$ cat config.mk
export PLATFORM = sky130hd
export DESIGN_NAME = alu_exec
export DESIGN_NICKNAME = d
export VERILOG_FILES = /design/src/rtl/alu_exec.sv
export SDC_FILE = /design/constraint.sdc
export NUM_CORES = 1
export LEC_CHECK = 0
export BUFFER_PORTS_ARGS = -buffer_cell sky130_fd_sc_hd__buf_2
export CORE_MARGIN = 2
export CORE_UTILIZATION = 35
export DETAILED_ROUTE_END_ITERATION = 8
export GPL_ROUTABILITY_DRIVEN = 0
export HOLD_SLACK_MARGIN = 0.02
export PLACE_DENSITY = 0.58
export SLEW_MARGIN = 20
export SYNTH_ARGS = -nofsm -noshare
export SYNTH_HDL_FRONTEND = slang
export SYNTH_SLANG_ARGS = --single-unit
$ cat constraint.sdc
create_clock -name clk -period 3.55 [get_ports clk]
set_input_delay 0.71 -clock clk [delete_from_list [all_inputs] [get_ports clk]]
set_output_delay 0.71 -clock clk [all_outputs]
set_load 0.01 [all_outputs]
$ cat src/rtl/alu_exec.sv
// ALU execute stage: single-cycle logic/arith/compare ops plus an iterative
// one-bit-per-cycle shifter, behind valid/ready handshakes on both sides.
module alu_exec #(
   parameter  int WIDTH = 32,
   localparam int SHW   = $clog2(WIDTH)
) (
   input  logic             clk,
   input  logic             rst_n,
   input  logic             in_valid,
   output logic             in_ready,
   input  logic [3:0]       alu_ctl,
   input  logic [WIDTH-1:0] op_a,
   input  logic [WIDTH-1:0] op_b,
   output logic             out_valid,
   input  logic             out_ready,
   output logic [WIDTH-1:0] result,
   output logic             zero,
   output logic             illegal
);

   typedef enum logic [1:0] {IDLE, SHIFT, DONE} state_t;

   state_t           state;
   logic [WIDTH-1:0] acc;
   logic [SHW-1:0]   cnt;
   logic [1:0]       sh_kind;

   logic [WIDTH-1:0] alu_res;
   logic [WIDTH-1:0] fin_res;
   logic [WIDTH-1:0] acc_nxt;
   logic             alu_ill;
   logic             is_shift;
   logic [SHW-1:0]   sh_amt;

   // Handshake outputs decode straight from the state register only.
   assign in_ready  = (state == IDLE);
   assign out_valid = (state == DONE);
   assign sh_amt    = op_b[SHW-1:0];

   always_comb begin
      alu_res  = '0;
      alu_ill  = 1'b0;
      is_shift = 1'b0;
      case (alu_ctl)
         4'b0000: alu_res = op_a & op_b;
         4'b0001: alu_res = op_a | op_b;
         4'b0010: alu_res = op_a + op_b;
         4'b0110: alu_res = op_a - op_b;
         4'b0111: alu_res = {{(WIDTH-1){1'b0}}, ($signed(op_a) < $signed(op_b))};
         4'b1100: alu_res = ~(op_a | op_b);
         4'b1000, 4'b1001, 4'b1010: is_shift = 1'b1;
         default: alu_ill = 1'b1;
      endcase
      // A zero-amount shift completes immediately with the unshifted source.
      fin_res = is_shift ? op_a : alu_res;
   end

   always_comb begin
      case (sh_kind)
         2'd0:    acc_nxt = {acc[WIDTH-2:0], 1'b0};
         2'd1:    acc_nxt = {1'b0, acc[WIDTH-1:1]};
         default: acc_nxt = {acc[WIDTH-1], acc[WIDTH-1:1]};
      endcase
   end

   always_ff @(posedge clk or negedge rst_n) begin
      if (!rst_n) begin
         state   <= IDLE;
         acc     <= '0;
         cnt     <= '0;
         sh_kind <= 2'd0;
         result  <= '0;
         zero    <= 1'b0;
         illegal <= 1'b0;
      end else begin
         case (state)
            IDLE: begin
               if (in_valid) begin
                  if (is_shift && sh_amt != '0) begin
                     acc     <= op_a;
                     cnt     <= sh_amt;
                     sh_kind <= alu_ctl[1:0];
                     state   <= SHIFT;
                  end else begin
                     result  <= fin_res;
                     zero    <= (fin_res == '0);
                     illegal <= alu_ill;
                     state   <= DONE;
                  end
               end
            end
            SHIFT: begin
               acc <= acc_nxt;
               cnt <= cnt - SHW'(1);
               if (cnt == SHW'(1)) begin
                  result  <= acc_nxt;
                  zero    <= (acc_nxt == '0);
                  illegal <= 1'b0;
                  state   <= DONE;
               end
            end
            DONE: begin
               if (out_ready) state <= IDLE;
            end
            default: state <= IDLE;
         endcase
      end
   end

endmodule

# Word-level counts from Yosys, hierarchy flattened

Index checks and enable logic that the tools add are counted.

Flip-flop bits (word level): 75
Input port bits: 72
Output and inout port bits: 36
Word-level logic and storage cells: 73

Add/sub/neg operators: 3
$lt $le $gt $ge: 1
Equal/unequal tests: 17
Mux-type cells: 28
Bitwise operators: 3
Reductions and logical operators: 14

Operators with widths:

| operator                                                           | number |
|---|---|
| 32-bit 2-to-1 mux                                                  | 6 |
| 32-bit case mux with 2 select lines                                | 3 |
| 32-bit case mux with 6 select lines                                | 1 |
| 32-bit logical NOT                                                 | 2 |
| 32-bit adder                                                       | 1 |
| 32-bit bitwise AND                                                 | 1 |
| 32-bit less-than comparator                                        | 1 |
| 32-bit inverter                                                    | 1 |
| 32-bit OR                                                          | 1 |
| 32-bit subtractor                                                  | 1 |
| 4-bit == test, second input constant                               | 4 |
| 5-bit 2-to-1 mux                                                   | 2 |
| 5-bit case mux with 2 select lines                                 | 1 |
| 3-bit AND reduction                                                | 3 |
| 9-bit OR reduction                                                 | 1 |
| 4-bit by 3-bit == test with 1-bit output, second input constant    | 2 |
| 1-bit 2-to-1 mux                                                   | 8 |
| 2-bit 2-to-1 mux                                                   | 4 |
| 2-bit != test, second input constant                               | 3 |
| 2-bit case mux with 3 select lines                                 | 1 |
| 5-bit by 1-bit == test with 1-bit output, second input constant    | 1 |
| 5-bit nonzero test                                                 | 1 |
| 5-bit by 1-bit subtractor with 5-bit output, second input constant | 1 |
| 2-bit by 1-bit == test with 1-bit output, second input constant    | 2 |
| 11 further kinds                                                   | 14 |

# Depth between registers and ports, before layout

Gate-level depths: netlist (run 1).

Depth after elaboration: 8
Gate-level depth with buffers: 15
Gate-level depth less buffers: 14

# Least setup slack after synthesis (run 1)

OpenSTA, ideal clock, no wires.

Path kind: input to register
Start point: in op_a[0]
End point: reg zero
Setup time: 0.080 ns
Arrival: 3.706 ns
Required time: 3.470 ns
Slack: -0.237 ns
Cell stages on the path: 14
Buffers on the path: 0
Cell sequence: inv_1 ha_1 fa_1 nor3_2 nor3_1 o211ai_1 a21oi_1 a221o_1 a221oi_1 nand4bb_1 or4_1 nor4_1 nand2_1 o211ai_2

Longest elaborated chain between the ends: 8
Elaborated cells on any way between the ends: 12

Ends and longest elaborated chain:

| item                                                                      | line | text |
|---|---|---|
| from (decl)                                                               | 12   | `input logic [WIDTH-1:0] op_a,` |
| parallel branches: the longest is 3 deep, another holds 32-bit subtractor | n/a  |  |
| 32-bit 2-to-1 mux *                                                       | 55   | `fin_res = is_shift ? op_a : alu_res;` |
| 32-bit logical NOT *                                                      | 86   | `zero <= (fin_res == '0);` |
| 1-bit 2-to-1 mux *                                                        | 79   | `if (is_shift && sh_amt != '0) begin` |
| 1-bit 2-to-1 mux *                                                        | 78   | `if (in_valid) begin` |
| 1-bit case mux with 2 select lines *                                      | 76   | `case (state)` |
| to (signal assigned)                                                      | 86   |  |
| to (signal assigned)                                                      | 97   | `zero <= (acc_nxt == '0);` |
| to (decl)                                                                 | 17   | `output logic zero,` |

Mark *: on every way between the ends. The select of a mux whose other input is x is not followed.
A chain may end at the register's enable or synchronous reset.

# Final worst setup path (run 1)

Start point: in op_b[1]
End point: reg zero

Longest elaborated chain between the ends: 8
Elaborated cells on any way between the ends: 16

Ends and longest elaborated chain:

| item                                                                      | line | text |
|---|---|---|
| from (decl)                                                               | 13   | `input logic [WIDTH-1:0] op_b,` |
| parallel branches: the longest is 8 deep, another holds 32-bit subtractor | n/a  |  |

Parallel ways; which one is timed is not known. The select of a mux whose other input is x is not followed.

==> results of run 1 <==
worst register-to-register path, stage by stage (launching register included):
cell      delay [ns]
dfrtp_1         0.38
inv_1           0.11
ha_1            0.16
nor4b_1         0.32
nand2_1         0.11
a21o_2          0.23
nand2b_1        0.15
nor3_2          0.17
nand3_1         0.18
or4_4           0.49
nor4_2          0.21
nand2_1         0.09
o211ai_2        0.06
worst paths after layout:
| kind | to | from | slack [ns] | depth (start not counted) |
|---|---|---|---|---|
| setup / recovery | zero | op_b[1] | -0.08 | 15 |
| hold / removal | result[4] | result[4] | 0.47 | 1 |
| setup reg to reg | zero | cnt[1] | 0.81 | 12 |
| hold reg to reg | result[4] | result[4] | 0.47 | 1 |
| max in group asynchronous | acc[26] | rst_n | 2.41 | 1 |
| min in group asynchronous | state[1] | rst_n | 0.52 | 1 |
metal layers:
| layer | part of all wire [%] | routed length (um) | up-vias |
|---|---|---|---|
| li1 | - | - | 6009 |
| met3 | 8.9 | 3919 | 139 |
| met4 | 4.1 | 1780 | 0 |
| met5 | 0 | 0 | - |
| met1 | 44 | 19110 | 5975 |
| met2 | 43 | 19040 | 673 |
state kept, by name, summed over array words and instances (netlist names):
name     flops
cnt          5
result      32
state        2
acc         32
zero         1
illegal      1
sh_kind      2
repair_timing:
| action | CTS | global route |
|---|---|---|
| endpoints found under the hold margin | 0 | 0 |
| hold buffers | 0 | 0 |
| setup buffers | 1 | 15 |
| gates resized for setup | 23 | 80 |
| setup endpoints to repair | 6 | 8 |
| pin swaps | 8 | 41 |
cell usage after synthesis (all sizes together) (11+ instances only):
master | instances | area, sq um
a221o | 11 | 110.1
a221oi | 14 | 122.6
mux2i | 18 | 180.2
inv | 108 | 405.4
dfrtp | 75 | 1877
o21ai | 83 | 419.2
nor4 | 25 | 162.6
and2 | 14 | 87.58
a21o | 25 | 187.7
a21oi | 78 | 394.1
a22oi | 17 | 127.6
nor3 | 34 | 175.2
o31ai | 23 | 177.7
ha | 110 | 1376
nand2 | 223 | 837.1
o21a | 17 | 127.6
o21bai | 11 | 82.58
nor2 | 88 | 330.3
buf | 32 | 176.4
nand2b | 17 | 106.4
nor2b | 16 | 100.1
o211ai | 15 | 122.6
nand3 | 30 | 150.1
clkbuf | 61 | 239.0
a211oi | 33 | 252.7
o221ai | 19 | 166.4
and3 | 26 | 162.7
nand4 | 15 | 108.9
a31oi | 32 | 200.2
per-stage QoR:
step / instances / area [sq um]
after detailed placement: 2185 / 13820
final: 2216 / 14710
after floorplan: 1415 / 10330
after global routing: 2216 / 14710
after global placement: 2185 / 13820
after CTS: 2202 / 14210
kinds of logic after synthesis:
| logic type | share of synthesized area (%) |
|---|---|
| fa+ha+maj | 13.83 |
| buf+inv | 8.014 |
| xor+xnor | 0.5131 |
| mux | 2.199 |
| compound gates | 32.19 |
| simple gates | 24.93 |
| flops | 18.32 |
area by class of cell:
cell class | count | area, sq um | share of cell area, %
well taps | 384 | 480.5 | 3.266
repair buffers | 494 | 3525 | 23.96
clock buffers | 12 | 246.5 | 1.676
inverters | 108 | 410.4 | 2.790
clock inverters | 4 | 50.05 | 0.3403
flip-flops and latches | 75 | 1877 | 12.76
multi-input cells | 1139 | 8120 | 55.21
report_power, final:
part | total, uW | switching (uW) | internal (uW)
Sequential | 1630 | 382 | 1250
Combinational | 3240 | 1820 | 1420
Clock | 909 | 346 | 563
==> results.md, run 1 <==
* Worst-case headroom to the max-slew limit at 32.24%
* Clock period minus final worst setup slack at 3.635 ns
* CTS H-tree lvls at 3
* CTS root buffer: clkbuf_16
* Crit path capture type: flop
* Most common library cell in the layout ignoring fill and taps: buf_4
* Die width at 175.1 um
* Number of antenna-violating nets in the routed design at 0
* Initial core utilization at 35.59%
* Number of max-capacitance violations reported at 0
* Top library cells by usage in the layout, fill and taps aside: 382 x buf_4, 222 x nand2_1, 101 x buf_2
* Gr busiest metal: met2
* Count of buffer and inverter cells on the critical path at 3
* Dpl ws at -0.5536 ns
* Number of buffers inserted by port buffering at 107
* GRT met1 Usage at 38.36%
* Standard cell with the maximum stage delay on the critical path: or4_4
* Routed wire length per instance at 19.79 um
* Start-to-end type of the worst setup path: in -> reg
* Number of placement rows at 62
* Final nets at 2011
* Max IR drop VDD at 0.0003203 V
* Worst-case clock skew at 0.003995 ns
* Remaining global-route overflow at 0
* Met2 global-route usage at 42.97%
* Flip-flop and latch count after synthesis at 75
* Clock transition time at the flip-flop clock pins of the worst setup and hold paths at 0.06 ns
* Number of enable flip-flop cells after synthesis at 0
* Number of antenna violations at the first check in global routing at 0
* Class of the tightest hold or removal check: reg -> reg
* Total via count after detailed routing at 12800
* Share of post-route cells with drive strength above 1 at 34.01%
* WHS at 0.4681 ns
* Global-route met3 utilization at 4.047%
* Number of hold-slack violations in the final timing report at 0
* Vias in the first global route at 12080
* Latest clock arrival within the worst-skew pair at 0.33 ns
* Area growth from synthesis to final layout at 43.61%
* Die Span Y at 175.1 um
* Critical path launch point type: input port
* Pre-Repair DR Iteration Count at 5
* Run status: finished with violations
* Number of design-rule violations left by the first detailed-router iteration at 1579
* Maximum buffer depth of the clock tree at 2
* Setup-violating endpoint count in the final report at 1
* TritonCTS clock tree: built
* Share of synthesized area occupied by flip-flops and latches at 18.32%
* Residual DRC at 0
* Overall routing resource usage at 27.52%
* I/O pin total at 108
* Mean post-synth cell area at 7.238 sq um
* Worst path arrival time at 3.89 ns
* Worst-margin pin slew at 1.011 ns
* Leakage power at 0.007087 uW
* Ordered list of cells on the worst path: buf_8 -> inv_4 -> buf_6 -> fa_2 -> nand2b_4 -> a211oi_4 -> nor2_2 -> o21a_1 -> a221o_1 -> a21o_1 -> or3_4 -> or4_4 -> nor4_2 -> nand2_1 -> o211ai_2
* Critical Path Max Stage Delay at 0.54 ns
* Number of pins exceeding their max-slew limit in the final report at 0
* HPWL reported at the end of detailed placement at 35.18 mm
* Post-layout total power at 5788 uW
* Number of CTS-inserted buffers at 9
* Wire length of the first global-routing pass at 66.97 mm
* Dominant register cell in the synthesized netlist: dfrtp_1
* Post-layout worst setup margin at -0.08483 ns
* FMAX at 0.2751 GHz
* Top delay family on crit path: simple AND/OR/NAND/NOR gates
* Setup repair after global routing missed its margin: true
* Final worst path period share at 102.4%
* Cell area power density at 393.5 nW/um^2
* Die ar. at 30650 sq um
* Vias per std cell at 5.774
* Warnings, synthesis at 0
* Required time at the worst-slack endpoint at 3.81 ns
* Final-layout setup total negative slack at -0.08483 ns
* Netlist Area Pre-Place at 10240 sq um
* Wire length reported by the detailed router at 43.84 mm
* Post-synthesis cell count at 1415
* Crit-path max FO at 4
* Filler cells at 2802
* Count of unique library cells instantiated by Yosys at 93
* Violations in the final reports: setup timing
* Utilization after layout at 51.11%
* Asr flop ratio synth at 100.0%
* Largest net degree at the start of global routing at 76
* Number of inserted diodes at 0
* Total core area at 28780 sq um
* Post-Syn Nets at 1599
* Clock sinks at 75
Note: power is estimated with default switching activity, not from simulation.
==> inputs of run 2 (changes only) <==
==> config.mk (replaced) <==
export PLATFORM = sky130hd
export DESIGN_NAME = alu_exec
export DESIGN_NICKNAME = d
export VERILOG_FILES = /design/src/rtl/alu_exec.sv
export SDC_FILE = /design/constraint.sdc
export NUM_CORES = 1
export LEC_CHECK = 0
export CORE_MARGIN = 2
export CORE_UTILIZATION = 40
export DETAILED_ROUTE_END_ITERATION = 8
export DONT_BUFFER_PORTS = 1
export GPL_ROUTABILITY_DRIVEN = 0
export HOLD_SLACK_MARGIN = 0.02
export PLACE_DENSITY = 0.6
export SLEW_MARGIN = 20
export SYNTH_ARGS = -nofsm -noshare
export SYNTH_HDL_FRONTEND = slang
export SYNTH_SLANG_ARGS = --single-unit
==> run 2 against run 1 <==
Compared with the run above: the flow now finishes without violations; first-iteration DRC count shrank 8.1%; sequential share of layout area grew 2.0 points; hold slack lost 0.39 ns; count of clock-buffer cells in the layout shrank 3; wire length shrank 6.6%; register-to-register slack lost 0.14 ns; combinational power shrank 18%; sequential cell count is the same; clock skew grew 0.0022 ns; via count shrank 7.5%; global-route usage grew 2.3 points; critical path type unchanged; critical path depth shrank 2; highest routed layer unchanged.
==> results.md, run 2 (synthesis results as in run 1) <==
* Run status: completed
* Die Span Y at 164.0 um (-6.3%)
* HPWL reported at the end of detailed placement at 32.46 mm (-7.7%)
* FMAX at 0.2884 GHz (+4.8%)
* Largest net degree at the start of global routing at 76 (unchanged)
* Total via count after detailed routing at 11840 (-7.5%)
* Class of the tightest hold or removal check: in -> async
* Number of max-capacitance violations reported at 0 (unchanged)
* TritonCTS clock tree: built
* Clock period minus final worst setup slack at 3.467 ns (-0.1677 ns)
* Total core area at 25180 sq um (-13%)
* Area growth from synthesis to final layout at 23.82%
* Registers with the most flip-flops: acc x32, result x32, cnt x5
* Final nets at 1757 (-13%)
* Cell area power density at 413.0 nW/um^2 (+4.9%)
* Critical path launch point type: input port
* Worst-margin pin slew at 0.9951 ns (-0.01586 ns)
* Number of antenna-violating nets in the routed design at 0 (unchanged)
* Number of pins exceeding their max-slew limit in the final report at 0 (unchanged)
* I/O pin total at 108 (unchanged)
* Initial core utilization at 40.67% (+5.1 points)
* Latest clock arrival within the worst-skew pair at 0.34 ns (about the same)
* Post-layout total power at 5237 uW (-9.5%)
* Max IR drop VDD at 0.0004099 V (+28%)
* Number of CTS-inserted buffers at 9 (unchanged)
* Setup repair after global routing missed its margin: true
* Overall routing resource usage at 29.85% (+2.3 points)
* Die ar. at 26900 sq um (-12%)
* WP depth at 13 (-2)
* Crit path capture type: flop
* Die width at 164.0 um (-6.3%)
* Maximum buffer depth of the clock tree at 2 (unchanged)
* Crit-path max FO at 6 (+2)
* Worst-case clock skew at 0.006151 ns (+0.002156 ns)
* Number of hold-slack violations in the final timing report at 0 (unchanged)
* Start-to-end type of the worst setup path: in -> reg
* Routed wire length per instance at 21.44 um (+8.4%)
* Residual DRC at 0 (unchanged)
* Remaining global-route overflow at 0 (unchanged)
* Final worst path period share at 97.66% (-4.7 points)
* Ordered list of cells on the worst path: inv_1 -> ha_1 -> and4_1 -> a311oi_1 -> o41ai_2 -> o21a_1 -> a2bb2oi_1 -> o211a_1 -> o31ai_1 -> or4_1 -> nor4_2 -> nand2_1 -> o211ai_2
* Vias in the first global route at 11130 (-7.8%)
* Reg2Reg Launch Point: cnt[1]
* CTS H-tree lvls at 3 (unchanged)
* Worst-case headroom to the max-slew limit at 33.30% (+1.1 points)
* Share of post-route cells with drive strength above 1 at 21.42% (-13 points)
* Critical Path Max Stage Delay at 0.54 ns (about the same)
* CTS root buffer: clkbuf_16
* Wire length of the first global-routing pass at 62.87 mm (-6.1%)
* Register-to-Register Path Depth at 12 (unchanged)
* Clock transition time at the flip-flop clock pins of the worst setup and hold paths at 0.06 ns (about the same)
* Met2 wire length at 17.39 mm (-8.7%)
* Required time at the worst-slack endpoint at 3.81 ns (about the same)
* R2r setup slk at 0.67 ns (-0.14 ns)
* Final-layout setup total negative slack at 0 ns (+0.08483 ns)
* Detailed-routed wire length on met3 at 4.430 mm (+13%)
* Top library cells by usage in the layout, fill and taps aside: 239 x buf_4, 222 x nand2_1, 107 x inv_1
* Wire length reported by the detailed router at 40.94 mm (-6.6%)
* Leakage power at 0.005880 uW (-17%)
* Standard cell with the maximum stage delay on the critical path: or4_1
* Clock sinks at 75 (unchanged)
* Number of placement rows at 58 (-6.5%)
* Endpoint of the lowest-slack register-to-register path: zero
* Worst path arrival time at 3.73 ns (-0.16 ns)
* Number of antenna violations at the first check in global routing at 0 (unchanged)
* Number of design-rule violations left by the first detailed-router iteration at 1451 (-8.1%)
* Count of buffer and inverter cells on the critical path at 1 (-2)
* Top delay family on crit path: compound AO/OA/AOI/OAI gates
* Routed length on met1 at 17.68 mm (-7.5%)
* Vias per std cell at 6.200 (+7.4%)
* Dpl ws at -0.4126 ns (+0.1410 ns)
* Post-layout worst setup margin at 0.08290 ns (+0.1677 ns)
* Top routing layer used: met4
* Number of buffers inserted by port buffering at 0 (-100%)
* Pre-Repair DR Iteration Count at 8 (+3)
* Total of hold buffers inserted after clock tree synthesis at 0 (unchanged)
* Most common library cell in the layout ignoring fill and taps: buf_4
* Setup-violating endpoint count in the final report at 0 (-1)
-- run 2: changes by cell type in the layout (fill, tap and decap cells not counted), sizes merged --
cell      delta
clkbuf       -4
clkinvlp     -1
bufinv       -1
buf        -253
clkinv       +5
diode        +1
-- run 2: power by group --
part           internal (uW)  switching (uW)  total, uW
registers               1250             502       1760
logic                   1130            1530       2660
clock network            469             352        822
-- run 2: repair_timing --
| action | in CTS | in global routing |
|---|---|---|
| buffers inserted | 0 | 1 |
| gates resized for setup | 4 | 41 |
| endpoints found under the setup margin | 3 | 6 |
| pin swaps | 0 | 6 |
-- run 2: worst max-delay path by stage --
stage          slack [ns]  endpoint     start
2_1_floorplan       0.005      zero   op_a[0]
3_3_place_gp        -0.39      zero   op_a[0]
3_5_place_dp        -0.41      zero   op_a[2]
4_1_cts            -0.006      zero   op_a[6]
5_1_grt             -0.04      zero   op_b[8]
6_report             0.08      zero  op_a[13]
-- run 2: worst register-to-register path: stages (launching register included) --
cell and delay (ns):
dfrtp_1 0.38, inv_1 0.11, ha_1 0.15, nor4b_1 0.40, nand2_1 0.11, a21o_2 0.22
nand2b_1 0.14, nor3_1 0.19, nand3_1 0.14, or4_1 0.57, nor4_2 0.23, nand2_1 0.10
o211ai_2 0.07
-- run 2: per-layer routing --
metal	global-route usage, %	up-vias
li1	-	5496
met1	42.54	5580
met2	44.60	648
met3	6.035	111
met4	10.33	0
met5	0	-
-- run 2: final cells by class --
type	instances	area (sq um)
Clock buffer	9	225.2
Multi-Input combinational cell	1139	7900
Inverter	108	405.4
Timing Repair Buffer	240	1814
Antenna cell	1	2.502
Tap cell	330	412.9
Clock inverter	7	45.04
Fill cell	2414	12500
Sequential cell	75	1877
-- run 2: per-stage QoR --
step | hold slack [ns] | std cells | area [sq um] | util, %
2_1_floorplan | 0.4144 | 1415 | 10330 | -
3_3_place_gp | 0.4177 | 1891 | 12190 | 48.40
4_1_cts | 0.06458 | 1907 | 12470 | 49.53
6_report | 0.07349 | 1909 | 12680 | 50.36
5_1_grt | 0.05376 | 1908 | 12680 | 50.35
3_5_place_dp | 0.4171 | 1891 | 12190 | 48.40
==> inputs of run 3 (changes only) <==
--- a/config.mk
+++ b/config.mk
@@ -6,12 +6,12 @@
 export NUM_CORES = 1
 export LEC_CHECK = 0
 export CORE_MARGIN = 2
-export CORE_UTILIZATION = 40
+export CORE_UTILIZATION = 47
 export DETAILED_ROUTE_END_ITERATION = 8
 export DONT_BUFFER_PORTS = 1
 export GPL_ROUTABILITY_DRIVEN = 0
 export HOLD_SLACK_MARGIN = 0.02
-export PLACE_DENSITY = 0.6
+export PLACE_DENSITY = 0.68
 export SLEW_MARGIN = 20
 export SYNTH_ARGS = -nofsm -noshare
 export SYNTH_HDL_FRONTEND = slang
==> run 3 against run 2 <==
Compared with the run above: count of clock-buffer cells in the layout increased by 2; clock power increased by 6.8%; the run now ends with setup timing left; non-clock buffer count increased by 7; clock skew decreased by 0.0030 ns.
==> results.md, run 3 (synthesis results as in run 1) <==
* Reg2Reg Launch Point: cnt[1]
* Worst-case clock skew at 0.003179 ns (-0.002972 ns)
* Filler cells at 1948 (-19%)
* Dpl ws at -0.4088 ns (+0.003828 ns)
* Net switching fraction of the power at 44.47% (-1.1 points)
* Area growth from synthesis to final layout at 24.43%
* Register share of total power at 32.9% (-0.6 points)
* Die width at 151.6 um (-7.6%)
* CTS H-tree lvls at 3 (unchanged)
* Final worst path period share at 100.8% (+3.1 points)
* TritonCTS clock tree: built
* Initial core utilization at 47.37% (+6.7 points)
* Pre-Repair DR Iteration Count at 7 (-1)
* Number of antenna-violating nets in the routed design at 0 (unchanged)
* Overall routing resource usage at 34.53% (+4.7 points)
* Final nets at 1764 (+0.40%)
* Number of design-rule violations left by the first detailed-router iteration at 1395 (-3.9%)
* Latest clock arrival within the worst-skew pair at 0.33 ns (about the same)
* Final-layout setup total negative slack at -0.02697 ns (-0.02697 ns)
* Violations in the final reports: setup timing
* Residual DRC at 0 (unchanged)
* Cell area power density at 417.1 nW/um^2 (+0.99%)
* Number of placement rows at 54 (-6.9%)
* Setup repair after global routing missed its margin: true
* Storage element area at 1877 sq um (unchanged)
* Required time at the worst-slack endpoint at 3.80 ns (about the same)
* Registers with the most flip-flops: acc x32, result x32, cnt x5
* Vias in the first global route at 11320 (+1.7%)
* Number of hold-slack violations in the final timing report at 0 (unchanged)
* Number of max-capacitance violations reported at 0 (unchanged)
* Clock group share of total power at 16.5% (+0.8 points)
* Most common library cell in the layout ignoring fill and taps: buf_4
* Worst-margin pin slew at 0.6654 ns (-0.3296 ns)
* Run status: finished with violations
* Class of the tightest hold or removal check: in -> async
* CTS root buffer: clkbuf_16
* Share of post-route cells with drive strength above 1 at 21.86% (+0.44 points)
* Setup-violating endpoint count in the final report at 1 (+1)
* Leakage power at 0.005933 uW (+0.90%)
* FMAX at 0.2796 GHz (-3.1%)
* Routed wire length per instance at 21.79 um (+1.6%)
* Worst-case headroom to the max-slew limit at 55.26% (+22 points)
* Number of antenna violations at the first check in global routing at 1 (+1)
* Top library cells by usage in the layout, fill and taps aside: 244 x buf_4, 222 x nand2_1, 105 x inv_1
* Maximum buffer depth of the clock tree at 2 (unchanged)
* Post-layout worst setup margin at -0.02697 ns (-0.1099 ns)
* I/O pin total at 108 (unchanged)
* Vias per std cell at 6.556 (+5.8%)
* Clock period minus final worst setup slack at 3.577 ns (+0.1099 ns)
* Critical path launch point type: input port
* Die Span Y at 151.6 um (-7.6%)
* Clock sinks at 75 (unchanged)
* Internal power summed over all cells at 2951 uW (+3.5%)
* Total core area at 21620 sq um (-14%)
* Largest net degree at the start of global routing at 76 (unchanged)
* Remaining global-route overflow at 0 (unchanged)
* Clock transition time at the flip-flop clock pins of the worst setup and hold paths at 0.05 ns (about the same)
* Die ar. at 22990 sq um (-15%)
* Gate power share at 50.6% (-0.2 points)
* Number of pins exceeding their max-slew limit in the final report at 0 (unchanged)
* Start-to-end type of the worst setup path: in -> reg
* Crit path capture type: flop
* Wire length of the first global-routing pass at 62.09 mm (-1.3%)
* Register-to-Register Path Depth at 12 (unchanged)
* Worst path arrival time at 3.83 ns (+0.10 ns)
* Number of buffers inserted by port buffering at 0 (unchanged)
* R2r setup slk at 0.72 ns (+0.05 ns)
* Total via count after detailed routing at 12220 (+3.3%)
* Number of CTS-inserted buffers at 9 (unchanged)
* HPWL reported at the end of detailed placement at 31.33 mm (-3.5%)
* Wire length reported by the detailed router at 40.61 mm (-0.79%)
* Crit-path max FO at 4 (-2)
* Area of the multi-input gates at 7931 sq um (+0.40%)
* Endpoint of the lowest-slack register-to-register path: zero
* Net load switching power at 2364 uW (-0.86%)
* Max IR drop VDD at 0.0003045 V (-26%)
==> run 3: area by class of cell <==
type	count	area share [%]
multi-input combinational	1139	62.23
timing repair buffer	247	14.84
sequential	75	14.73
inverter	108	3.210
tap	280	2.749
clock buffer	11	1.905
clock inverter	3	0.3142
antenna	1	0.01963
==> run 3: critical path, cell delays in order <==
cell	delay [ns]
inv_2	0.06
ha_4	0.15
fa_2	0.25
nor3_4	0.06
buf_4	0.14
nor3_4	0.16
o211ai_1	0.13
buf_4	0.16
buf_4	0.12
buf_4	0.12
a221o_1	0.33
a21o_1	0.19
or3_4	0.37
or4_4	0.45
nor4_4	0.22
nand2_1	0.11
o211ai_2	0.08
==> run 3: metrics by stage <==
| step | cell area, sq um | std cells | hold slack (ns) | total power [uW] | util [%] |
|---|---|---|---|---|---|
| 3_3_place_gp | 12130 | 1839 | 0.4181 | 4216 | 56.10 |
| 2_1_floorplan | 10330 | 1415 | 0.4144 | 3356 | - |
| 3_5_place_dp | 12130 | 1839 | 0.4181 | 4281 | 56.10 |
| 5_1_grt | 12740 | 1863 | 0.05071 | 5667 | 58.94 |
| 6_report | 12740 | 1864 | 0.06896 | 5315 | 58.95 |
| 4_1_cts | 12460 | 1853 | 0.06427 | 5180 | 57.65 |
==> run 3: per-layer routing <==
layer | vias to the layer above | global-route usage [%] | share of wire [%]
met1 | 5681 | 47.54 | 41
met2 | 842 | 51.20 | 42
li1 | 5507 | - | -
met4 | 0 | 16.76 | 5.2
met3 | 191 | 7.365 | 13
met5 | - | 0 | 0
==> run 3: how the worst max path moves through the flow <==
stage	from	endpoint	slack (ns)	depth (start not counted)
floorplan	op_a[0]	zero	0.005	14
detailed placement	op_a[1]	zero	-0.41	13
CTS	op_a[0]	zero	-0.008	14
global route	op_a[0]	zero	-0.14	17
global placement	op_a[1]	zero	-0.34	13
finish	op_a[0]	zero	-0.03	17
==> run 3: power by group through the flow <==
stage	sequential (uW)	combinational (uW)	clock, uW
after floorplan	1590	1770	0
after global placement	1740	2470	0
after detailed placement	1750	2530	0
after CTS	1740	2550	882
after global routing	1810	2920	934
final	1750	2690	878
==> run 3: what timing repair did <==
item	4_1_cts	5_1_grt
setup buffers	0	10
gates resized for setup	12	41
gates cloned	0	0
hold buffers	0	0
pin swaps	3	22
setup endpoints to repair	2	6
